===== config.mk =====
export PLATFORM = sky130hd
export DESIGN_NAME = alu_word_seq
export DESIGN_NICKNAME = d
export VERILOG_FILES = /design/src/rtl/alu_pkg.sv /design/src/rtl/alu_word_core.sv /design/src/rtl/alu_word_seq.sv
export SDC_FILE = /design/constraint.sdc
export NUM_CORES = 1
export LEC_CHECK = 0
export ABC_AREA = 1
export CAP_MARGIN = 20
export CORE_ASPECT_RATIO = 0.9
export CORE_MARGIN = 5
export CORE_UTILIZATION = 30
export CTS_CLUSTER_SIZE = 30
export DETAILED_ROUTE_END_ITERATION = 10
export MAX_ROUTING_LAYER = met4
export PLACE_DENSITY = 0.51
export SLEW_MARGIN = 10
export SYNTH_ARGS = -nofsm -noshare
export SYNTH_HDL_FRONTEND = slang
export SYNTH_SLANG_ARGS = --single-unit
export TNS_END_PERCENT = 30

===== constraint.sdc =====
create_clock -name clk -period 3.1 [get_ports clk]
set_input_delay 0.31 -clock clk [delete_from_list [all_inputs] [get_ports clk]]
set_output_delay 0.31 -clock clk [all_outputs]
set_load 0.1 [all_outputs]

===== src/rtl/alu_pkg.sv =====
// Shared opcode, flag-index and flag-type definitions for the word-wide ALU.
package alu_pkg;

   localparam logic [2:0] OP_AND      = 3'b000;
   localparam logic [2:0] OP_NOT      = 3'b001;
   localparam logic [2:0] OP_OR       = 3'b010;
   localparam logic [2:0] OP_XOR      = 3'b011;
   localparam logic [2:0] OP_ADD      = 3'b100;
   localparam logic [2:0] OP_SUB      = 3'b101;
   localparam logic [2:0] OP_TRANSFER = 3'b110;
   localparam logic [2:0] OP_TEST     = 3'b111;

   localparam int FLAG_Z = 3;
   localparam int FLAG_N = 2;
   localparam int FLAG_C = 1;
   localparam int FLAG_V = 0;

   typedef logic [3:0] flags_t;

endpackage


===== src/rtl/alu_word_core.sv =====
// Combinational word ALU: result, candidate flags and which of C/V the op may update.
module alu_word_core
   import alu_pkg::*;
#(
   parameter int WIDTH = 8
) (
   input  logic [WIDTH-1:0] a,
   input  logic [WIDTH-1:0] b,
   input  logic [2:0]       select,
   input  logic             cin,
   output logic [WIDTH-1:0] result,
   output logic             z,
   output logic             n,
   output logic             c,
   output logic             v,
   output logic             c_upd,
   output logic             v_upd
);

   logic             is_sub;
   logic             is_arith;
   logic [WIDTH-1:0] b_eff;
   logic [WIDTH-1:0] flag_src;
   logic [WIDTH:0]   sum;

   always_comb begin
      is_sub   = (select == OP_SUB) || (select == OP_TEST);
      is_arith = is_sub || (select == OP_ADD);
      b_eff    = is_sub ? ~b : b;
      sum      = {1'b0, a} + {1'b0, b_eff} + {{WIDTH{1'b0}}, cin};

      case (select)
         OP_AND:  result = a & b;
         OP_NOT:  result = ~a;
         OP_OR:   result = a | b;
         OP_XOR:  result = a ^ b;
         OP_ADD:  result = sum[WIDTH-1:0];
         OP_SUB:  result = sum[WIDTH-1:0];
         default: result = a;
      endcase

      // TEST reports on the difference while passing a through unchanged
      flag_src = (select == OP_TEST) ? sum[WIDTH-1:0] : result;
      z        = (flag_src == '0);
      n        = flag_src[WIDTH-1];
      c        = sum[WIDTH];
      v        = is_arith && (a[WIDTH-1] == b_eff[WIDTH-1]) && (sum[WIDTH-1] != a[WIDTH-1]);
      c_upd    = is_arith;
      v_upd    = (select != OP_TRANSFER);
   end

endmodule


===== src/rtl/alu_word_seq.sv =====
// Word ALU with a single registered result stage (valid/ready) and a persistent ZNCV flag register.
module alu_word_seq
   import alu_pkg::*;
#(
   parameter int WIDTH = 8
) (
   input  logic             clk,
   input  logic             rst_n,
   input  logic             in_valid,
   output logic             in_ready,
   input  logic [WIDTH-1:0] a,
   input  logic [WIDTH-1:0] b,
   input  logic [2:0]       select,
   input  logic             chain,
   input  logic             flags_clr,
   output logic             out_valid,
   input  logic             out_ready,
   output logic [WIDTH-1:0] result,
   output logic [3:0]       flags
);

   logic             accept;
   logic             cin;
   logic [WIDTH-1:0] core_result;
   logic             core_z, core_n, core_c, core_v, core_c_upd, core_v_upd;
   logic             vld_p1;
   logic [WIDTH-1:0] result_p1;
   flags_t           flags_p1;
   flags_t           flags_nxt;

   assign in_ready = !vld_p1 || out_ready;
   assign accept   = in_valid && in_ready;

   always_comb begin
      // chain borrows the carry left by the previously accepted op
      cin = chain ? flags_p1[FLAG_C] : ((select == OP_SUB) || (select == OP_TEST));

      flags_nxt         = flags_p1;
      flags_nxt[FLAG_Z] = core_z;
      flags_nxt[FLAG_N] = core_n;
      if (core_c_upd) flags_nxt[FLAG_C] = core_c;
      if (core_v_upd) flags_nxt[FLAG_V] = core_v;
   end

   alu_word_core #(.WIDTH(WIDTH)) u_core (
      .a      (a),
      .b      (b),
      .select (select),
      .cin    (cin),
      .result (core_result),
      .z      (core_z),
      .n      (core_n),
      .c      (core_c),
      .v      (core_v),
      .c_upd  (core_c_upd),
      .v_upd  (core_v_upd)
   );

   // Stage p1: registered result and its valid
   always_ff @(posedge clk or negedge rst_n) begin
      if (!rst_n) begin
         vld_p1    <= 1'b0;
         result_p1 <= '0;
      end else if (accept) begin
         vld_p1    <= 1'b1;
         result_p1 <= core_result;
      end else if (out_ready) begin
         vld_p1    <= 1'b0;
      end
   end

   // An accepted op's update takes priority over a coincident clear
   always_ff @(posedge clk or negedge rst_n) begin
      if (!rst_n) begin
         flags_p1 <= '0;
      end else if (accept) begin
         flags_p1 <= flags_nxt;
      end else if (flags_clr) begin
         flags_p1 <= '0;
      end
   end

   assign out_valid = vld_p1;
   assign result    = result_p1;
   assign flags     = flags_p1;

endmodule


* Word level (Yosys, flattened, before mapping)
Index checks and enable logic that the tools add are counted.
Cells by class: reduce and logical (&&, ||, !) cells 14, equal/unequal tests 11, add/subtract/negate cells 2, multiplexer cells 10, bitwise gates (word level) 5
Operators by type and width (count):
- $pmux 8 s5 | 1
- $mux 8 | 2
- $not 8->8 | 2
- $add 8x8->9 | 1
- $add 9x1->9 | 1
- $eq 3x3->1 const B | 3
- $and 8x8->8 | 1
- $logic_not 8->1 | 1
- $mux 4 | 2
- $or 8x8->8 | 1
- $xor 8x8->8 | 1
- $eq 3x2->1 const B | 2
- $mux 1 | 5
- $ne 2x1->1 const B | 2
- $reduce_and 2->1 | 2
- $reduce_bool 2->1 | 2
- $eq 3x1->1 const B | 1
- $logic_and 1x1->1 | 3
- $logic_not 3->1 | 1
- $logic_or 1x1->1 | 3
- $ne 3x3->1 const B | 1
- $reduce_or 2->1 | 1
- $eq 1x1->1 | 1
- $logic_not 1->1 | 1
- $ne 1x1->1 | 1
Word-level totals: bits in registers 13

* Logic depth before layout (Yosys ltp)
Gate-level depths: netlist of run 1.
depth in word-level cells 9, gate-level depth with buffers 23

* By module
From an unflattened synthesis of run 1, not the netlist that was laid out.
Unflattened totals: cell total of the unflattened synthesis 297, area, all modules 1901.8 um2
By module, submodules not included:
- alu_word_core | area each 1337.5 um2, seq. area each 0.0 um2, instances 1, cells an instance 234
- alu_word_seq | area each 564.3 um2, seq. area each 325.3 um2, instances 1, cells an instance 63

* Least setup slack after synthesis of run 1
OpenSTA, ideal clock, no wires.
kind input port to flip-flop, start in select[2], end reg flags_p1[3] (netlist: flags[3]), stages on the path 18, slack 0.301 ns, data arrival time 2.731 ns, data required time 3.032 ns, cell sequence buf_6 -> inv_4 -> buf_6 -> nor3_4 -> inv_1 -> nand2_4 -> xor2_1 -> fa_1 -> fa_1 -> o21ai_0 -> o21ai_0 -> o21ai_0 -> nand2_1 -> nand2_1 -> nand3_1 -> nor2_1 -> nand2_1 -> nand2_1
Between the ends: word-level cells in the longest chain between the ends 9
RTL lines:
- start: declaration | RTL line alu_word_seq.sv:13 | input logic [2:0] select,
- $eq 3x3->1, on equally long branches
- $logic_or 1x1->1 | RTL line alu_word_core.sv:27, alu_word_seq.sv:36
- $mux 8 | RTL line alu_word_core.sv:29 | b_eff = is_sub ? ~b : b;
- $add 8x8->9 | RTL line alu_word_core.sv:30 | sum = {1'b0, a} + {1'b0, b_eff} + {{WIDTH{1'b0}}, cin};
- $add 9x1->9 | RTL line alu_word_core.sv:30
- $pmux 8 s5 | RTL line alu_word_core.sv:32 | case (select)
- $mux 8 * | RTL line alu_word_core.sv:43 | flag_src = (select == OP_TEST) ? sum[WIDTH-1:0] : result;
- $logic_not 8->1 * | RTL line alu_word_core.sv:44 | z = (flag_src == '0);
- $mux 4 * | RTL line alu_word_seq.sv:76 | end else if (accept) begin
- end signal: assignment | RTL line alu_word_seq.sv:77 | flags_p1 <= flags_nxt;
- end: declaration | RTL line alu_word_seq.sv:28 | flags_t flags_p1;
Every way passes the cells marked *; elsewhere a longest branch is shown, timed or not. A chain may end at the register's enable or synchronous reset.

* Worst setup path in the final report of run 1
start in select[1], end reg flags_p1[3] (netlist: flags[3])
Same word-level chain as after synthesis.

==> metrics.log, run 1 <==
INFO  metric run_status = finished, final reports clean
INFO  metric design.final.nets = a little over 400
INFO  metric worst-r2r-cell-count = 13
INFO  metric last_weighted_congestion_value_of_the_routability_driven_placer = slightly above 0.9
INFO  metric first_global_vias = ~1900
INFO  metric post-route-util = 0.414
INFO  metric timing.critical_path.from_type = primary input
INFO  metric route.antenna.remaining_nets = 0
INFO  metric grt_usage = 0.147
INFO  metric design.portCount = 39
INFO  metric reg2reg_launch_point = flags[1]
INFO  metric top_layer = met4
INFO  metric dp_hpwl = 4.49 mm
INFO  metric rrSetupSlack = roughly 770 ps
INFO  metric final.min_clock_period = 2880 ps
INFO  metric layout.cells.most_common_list = sky130_fd_sc_hd__nand2_1, sky130_fd_sc_hd__inv_1, sky130_fd_sc_hd__clkdlybuf4s50_1, sky130_fd_sc_hd__nand3_1, sky130_fd_sc_hd__nor2_1
INFO  metric ys_ff_latch = 13
INFO  metric wl_met1 = about 2.7 mm
INFO  metric dieArea = 7780 um2
INFO  metric port-buffer-count = 38
INFO  metric pwr_density_cell = ~420 nW/um2
INFO  metric route.detailed.vias_per_inst = roughly 4.6
INFO  metric clk_path_buf_depth = 2
INFO  metric post_cts.repair.setup_buffers = 0
INFO  metric netlist_area = 1840 um2
INFO  metric worst_pin_slew = roughly 1000 ps
INFO  metric grt-ovfl-total = 0
INFO  metric setup_viol = 0
INFO  metric finalHoldViolations = 0
INFO  metric combinationalPowerShare = 0.653
INFO  metric numClockSinks = 13
INFO  metric clock_latency = 240 ps
INFO  metric route.detailed.drc = 0
INFO  metric internal_power_consumption = between 500 and 600 uW
INFO  metric grt_setup_unrepaired = false
INFO  metric syn_avg_cell_area = 6.18 um2
INFO  metric period_share = 0.928
INFO  metric net-switching-power = 526 uW
INFO  metric final_cell_count_no_fill = 432
INFO  metric floorplan.initialDensity = 0.304
INFO  metric worstHoldPathType = primary input to async pin
INFO  metric routed_wirelength = 5.37 mm
INFO  metric path_max_fanout = 4
INFO  metric dp_cells = 428
INFO  metric tritoncts = yes
INFO  metric cp.arrival = 3050 ps
INFO  metric synth_seq_area_share = 0.177
INFO  metric met2WireLength = ~2.4 mm
INFO  metric static-leakage-power = 0.00137 uW
INFO  metric swShare = 0.505
INFO  metric drt-pass1-iter-count = 4
INFO  metric netlist-cell-type-count = 26
INFO  metric wl_met3 = 213 um
INFO  metric post_route_cells_drive_above_1_share = 0.114
INFO  metric diodes = 0
INFO  metric power.sequential.fraction = 0.204
INFO  metric synth_nets = 347
INFO  metric ys.warnings.count = 0
INFO  metric vias = 1974
INFO  metric core_area = a little over 6000 um2
INFO  metric r2r-end = flags[3]
INFO  metric drt-wirelength-per-cell = 12.4 um
INFO  metric maxSlewViolCount = 0
INFO  metric cts_resized = 0
INFO  metric slew-limit-headroom = 0.345
INFO  metric clock_tree.root_cell = sky130_fd_sc_hd__clkbuf_8
INFO  metric postSynthCellCount = 297
INFO  metric layout.cells.most_common = sky130_fd_sc_hd__nand2_1
INFO  metric grt_antenna_before_repair = 0
INFO  metric max_cap_violations = 0
INFO  metric grt_first_pass_wirelength = 9.14 mm
INFO  metric cp-end-kind = flop
INFO  metric criticalPathCategory = primary input to flop
INFO  metric cts_hold_buffers = 0
INFO  metric skew = roughly 4.2 ps
INFO  metric fp-row-count = 27
INFO  metric cts_max_level = 1
INFO  metric peak_supply_drop = about 230 uV
INFO  metric clock_buffers_created_by_tritoncts = 3
INFO  metric grt_start_max_net_pins = 19
INFO  metric fmax = 348 MHz
INFO  metric worstPathRequired = 3280 ps
INFO  metric floorplan.die.height = 84.2 um
INFO  metric die_w = approximately 92 um
INFO  metric flow.area_growth_from_synthesis = 36.4%
INFO  metric clock_power_frac = 0.143
INFO  metric clk_transition_reported_paths = about 60 ps
INFO  metric drt_iter0_drc = 90
-- per-stage QoR --
| stage | total power (uW) | setup TNS (ps) | hold WS, ps | area, um2 | worst slack [ps] |
|---|---|---|---|---|---|
| floorplan | 670 | 0 | 14.4 | 1840 | 301 |
| global placement | 892 | -26.7 | 469 | 2450 | -26.7 |
| detailed placement | 895 | -102 | 470 | 2450 | -102 |
| CTS | 1050 | 0 | 477 | 2500 | 134 |
| global route | 1120 | 0 | 494 | 2500 | 6.19 |
| finish | 1040 | 0 | 455 | 2500 | 223 |
-- power groups by stage --
stage                     sequential [uW]  combinational [uW]  clock [uW]
after floorplan                       417                 254           0
after global placement                215                 677           0
after detailed placement              216                 679           0
after CTS                             213                 682         156
after global routing                  216                 744         162
final                                 213                 680         149
-- worst max path at each step --
stage / from / end / slack [ps] / depth (start not counted)
after floorplan: select[2] / flags[3] / 300 / 18
after global placement: select[1] / flags[3] / -30 / 21
after detailed placement: select[1] / flags[3] / -100 / 17
after CTS: select[1] / flags[3] / 130 / 17
after global routing: select[1] / flags[3] / 6 / 22
final: select[1] / flags[3] / 220 / 17
-- cell usage after synthesis (all sizes together) --
master / count / area, um2
a21oi: 7 / 35.0
a31oi: 2 / 12.5
buf: 4 / 41.3
clkbuf: 1 / 3.75
dfrtp: 13 / 325
fa: 2 / 40.0
ha: 23 / 288
inv: 54 / 205
nand2: 83 / 327
nand3: 36 / 180
nand4: 5 / 31.3
nor2: 34 / 130
nor3: 5 / 41.3
o211ai: 1 / 7.51
o21ai: 17 / 85.1
o22ai: 2 / 12.5
xor2: 8 / 70.1
-- per-layer routing --
layer	GRT usage	vias up
li1	-	1072
met1	0.208	870
met2	0.223	30
met3	0.0278	2
met4	0.0202	0
met5	-	-
-- layout make-up --
cell class	count	area, um2
fill	654	3540
timing repair buffer	64	573
sequential	13	325
clock buffer	4	45.0
inverter	54	205
tap	72	90.1
multi-input combinational	225	1260
-- state kept, by name, summed over array words and instances (netlist names) --
register / cells
result: 8
out_valid: 1
flags: 4
-- worst max-delay path, cell delays in order --
cell and delay, ps:
sky130_fd_sc_hd__clkdlybuf4s50_1 480, sky130_fd_sc_hd__inv_1 80, sky130_fd_sc_hd__nor3_4 190, sky130_fd_sc_hd__inv_1 100, sky130_fd_sc_hd__nand2_4 80, sky130_fd_sc_hd__xor2_1 80, sky130_fd_sc_hd__fa_1 450, sky130_fd_sc_hd__fa_2 430
sky130_fd_sc_hd__o21ai_0 150, sky130_fd_sc_hd__o21ai_0 100, sky130_fd_sc_hd__o21ai_1 190, sky130_fd_sc_hd__nand2_1 70, sky130_fd_sc_hd__nand2_1 70, sky130_fd_sc_hd__nand3_1 70, sky130_fd_sc_hd__nor2_1 90, sky130_fd_sc_hd__nand2_1 60
sky130_fd_sc_hd__nand2_1 50
-- logic make-up after synthesis --
logic type / Yosys count / share of synthesized area
flops: 13 / 0.177
simple gates: 163 / 0.387
xor+xnor: 8 / 0.0382
buf+inv: 59 / 0.136
fa+ha+maj: 25 / 0.179
compound gates: 29 / 0.0832
No activity file was read; power rests on OpenSTA's default activity.
==> run 2, diff against run 1 <==
--- a/config.mk
+++ b/config.mk
@@ -13,4 +13,5 @@
 export CTS_CLUSTER_SIZE = 30
 export DETAILED_ROUTE_END_ITERATION = 10
+export GPL_ROUTABILITY_DRIVEN = 0
 export MAX_ROUTING_LAYER = met4
 export PLACE_DENSITY = 0.51
==> constraint.sdc (replaced) <==
create_clock -name clk -period 3.1 [get_ports clk]
set_input_delay 0.31 -clock clk [delete_from_list [all_inputs] [get_ports clk]]
set_output_delay 0.31 -clock clk [all_outputs]
set_load 0.05 [all_outputs]
==> run 2 against run 1 <==
  * Combinational power down 17%
  * Largest cell class unchanged
  * Utilization grew 0.48 points
  * Count of clock-buffer cells in the layout down 1
  * Power down 11%
  * Highest routed layer unchanged
  * Die area unchanged
  * Worst hold slack got worse by 13 ps
  * Clock skew up 0.58 ps
  * Final cell count down 0.23%
  * Fmax up 3.2%
  * Sequential share of layout area shrank 0.15 points
  * Flip-flop and latch count unchanged
  * Worst setup slack better by 89 ps
==> metrics.log, run 2 (same netlist as run 1, synthesis figures left out) <==
INFO  metric endpoint = flags[3]
INFO  metric cp.arrival = just under 3000 ps
INFO  metric worstPathRequired = between 3000 and 4000 ps
INFO  metric finalHoldViolations = 0
INFO  metric maxSlewViolCount = 0
INFO  metric layout.cells.most_common = sky130_fd_sc_hd__nand2_1
INFO  metric power.sequential.fraction = 0.228
INFO  metric period_share = 0.900
INFO  metric routed_wirelength = 5.15 mm
INFO  metric dp_hpwl = between 4 and 5 mm
INFO  metric route.detailed.vias_per_inst = 4.53
INFO  metric grt_start_max_net_pins = 19
INFO  metric final.min_clock_period = approximately 2800 ps
INFO  metric clock_buffers_created_by_tritoncts = 3
INFO  metric post_route_cells_drive_above_1_share = 0.114
INFO  metric floorplan.initialDensity = 0.304
INFO  metric clock_latency = 240 ps
INFO  metric core_area = between 6000 and 7000 um2
INFO  metric skew = 4.80 ps
INFO  metric setup_viol = 0
INFO  metric first_global_vias = 1899
INFO  metric pwr_density_cell = 367 nW/um2
INFO  metric design.final.nets = slightly above 400
INFO  metric numClockSinks = 13
INFO  metric post_cts.repair.setup_buffers = 0
INFO  metric combinationalPowerShare = 0.610
INFO  metric hold_slack = 442 ps
INFO  metric drt_iter0_drc = 77
INFO  metric fmax = 359 MHz
INFO  metric reg2reg_launch_point = flags[1]
INFO  metric timing.critical_path.from_type = primary input
INFO  metric tritoncts = yes
INFO  metric worstHoldPathType = primary input to async pin
INFO  metric worst_pin_slew = 588 ps
INFO  metric layout.cells.most_common_list = sky130_fd_sc_hd__nand2_1, sky130_fd_sc_hd__inv_1, sky130_fd_sc_hd__clkdlybuf4s50_1, sky130_fd_sc_hd__nand3_1, sky130_fd_sc_hd__nor2_1
INFO  metric clock_tree.root_cell = sky130_fd_sc_hd__clkbuf_8
INFO  metric final_area = 2530 um2
INFO  metric fin_tns_setup = 0 ps
INFO  metric timing.final.ws_setup = roughly 310 ps
INFO  metric peak_supply_drop = 146 uV
INFO  metric dieArea = 7780 um2
INFO  metric grt-ovfl-total = 0
INFO  metric clk_transition_reported_paths = approximately 60 ps
INFO  metric route.antenna.remaining_nets = 0
INFO  metric port-buffer-count = 38
INFO  metric grt_usage = 0.142
INFO  metric slew-limit-headroom = 0.607
INFO  metric report.power.total = a little over 900 uW
INFO  metric largest_register_ff_count = 8
INFO  metric cts_max_level = 1
INFO  metric swShare = 0.445
INFO  metric grt_antenna_before_repair = 0
INFO  metric fp-row-count = 27
INFO  metric drt-wirelength-per-cell = 11.9 um
INFO  metric critical_path_origin = select[1]
INFO  metric floorplan.die.height = roughly 84 um
INFO  metric drt-pass1-iter-count = 4
INFO  metric design.portCount = 39
INFO  metric placement.cell_area = 2470 um2
INFO  metric max_cap_violations = 0
INFO  metric r2r-end = flags[3]
INFO  metric clock_power_frac = 0.161
INFO  metric grt_first_pass_wirelength = 8.87 mm
INFO  metric cp-end-kind = flop
INFO  metric vias = 1954
INFO  metric path_max_fanout = 3
INFO  metric internal_power_consumption = 515 uW
INFO  metric rrSetupSlack = 900 ps
INFO  metric die_w = 92.5 um
INFO  metric criticalPathCategory = primary input to flop
INFO  metric dpl_worst_slack = -108 ps
INFO  metric diodes = 0
INFO  metric net-switching-power = 413 uW
INFO  metric run_status = finished, final reports clean
INFO  metric static-leakage-power = between 0.001 and 0.0015 uW
INFO  metric route.detailed.drc = 0
INFO  metric flow.area_growth_from_synthesis = 38.0%
INFO  metric clk_path_buf_depth = 2
INFO  metric worst-r2r-cell-count = 17
INFO  metric grt_setup_unrepaired = false
## run 2: cell types whose count changed in the layout (fill, tap and decap cells not counted), sizes merged
cell / delta
buf: -2
clkinv: +1
clkdlybuf4s50: +1
clkbuf: -1
## run 2: critical path, stage by stage
cell and delay, ps:
sky130_fd_sc_hd__clkdlybuf4s50_1 480, sky130_fd_sc_hd__inv_1 80, sky130_fd_sc_hd__nor3_4 190, sky130_fd_sc_hd__inv_1 100, sky130_fd_sc_hd__nand2_4 90, sky130_fd_sc_hd__buf_12 120
sky130_fd_sc_hd__buf_4 110, sky130_fd_sc_hd__xor2_1 150, sky130_fd_sc_hd__ha_1 270, sky130_fd_sc_hd__nand2_1 70, sky130_fd_sc_hd__nand2_1 90, sky130_fd_sc_hd__inv_2 70
sky130_fd_sc_hd__buf_4 100, sky130_fd_sc_hd__nand3_1 60, sky130_fd_sc_hd__nand2_1 70, sky130_fd_sc_hd__nor2_1 40, sky130_fd_sc_hd__nor2_1 180, sky130_fd_sc_hd__nand2_1 70
sky130_fd_sc_hd__nor2_1 90, sky130_fd_sc_hd__nor2_1 40, sky130_fd_sc_hd__nor2_1 90, sky130_fd_sc_hd__nand2_1 50, sky130_fd_sc_hd__nand2_1 50
## run 2: metal layers
layer / up-vias / global-route usage / routed length [um] / part of all wire
met5: - / - / 0 / 0
met4: 0 / 0.0148 / 14 / 0.0027
met3: 2 / 0.0215 / 243 / 0.047
met2: 39 / 0.223 / 2290 / 0.45
met1: 854 / 0.201 / 2590 / 0.50
li1: 1059 / - / - / -
## run 2: worst min-delay path by stage
stage	startpoint	end	slack (ps)	cells after the start
2_1_floorplan	rst_n	flags[0]	10	0
3_3_place_gp	result[5]	result[5]	470	2
3_5_place_dp	result[0]	result[0]	480	2
4_1_cts	rst_n	flags[3]	460	1
5_1_grt	rst_n	flags[3]	490	1
6_report	rst_n	flags[3]	440	1
## run 2: what timing repair did
action                     4_1_cts  5_1_grt
hold buffers                     0        0
setup endpoints to repair        0        2
resized for setup                0        5
## run 2: power groups by stage
stage               logic [uW]  clock network (uW)  registers [uW]
floorplan                  250                   0             312
global placement           566                   0             215
detailed placement         566                   0             216
CTS                        569                 154             212
global route               636                 166             216
finish                     567                 150             212
## run 2: metrics by stage
step           instances   util
2_1_floorplan        297      -
3_3_place_gp         427  0.409
3_5_place_dp         427  0.409
4_1_cts              431  0.417
5_1_grt              431  0.419
6_report             431  0.419
## run 2: layout make-up
type / count / area (um2)
well taps: 72 / 90.1
multi-input cells: 225 / 1270
inverters: 54 / 205
clock inverters: 1 / 5.00
fillers: 646 / 3510
flip-flops and latches: 13 / 325
repair buffers: 63 / 593
clock buffers: 3 / 41.3
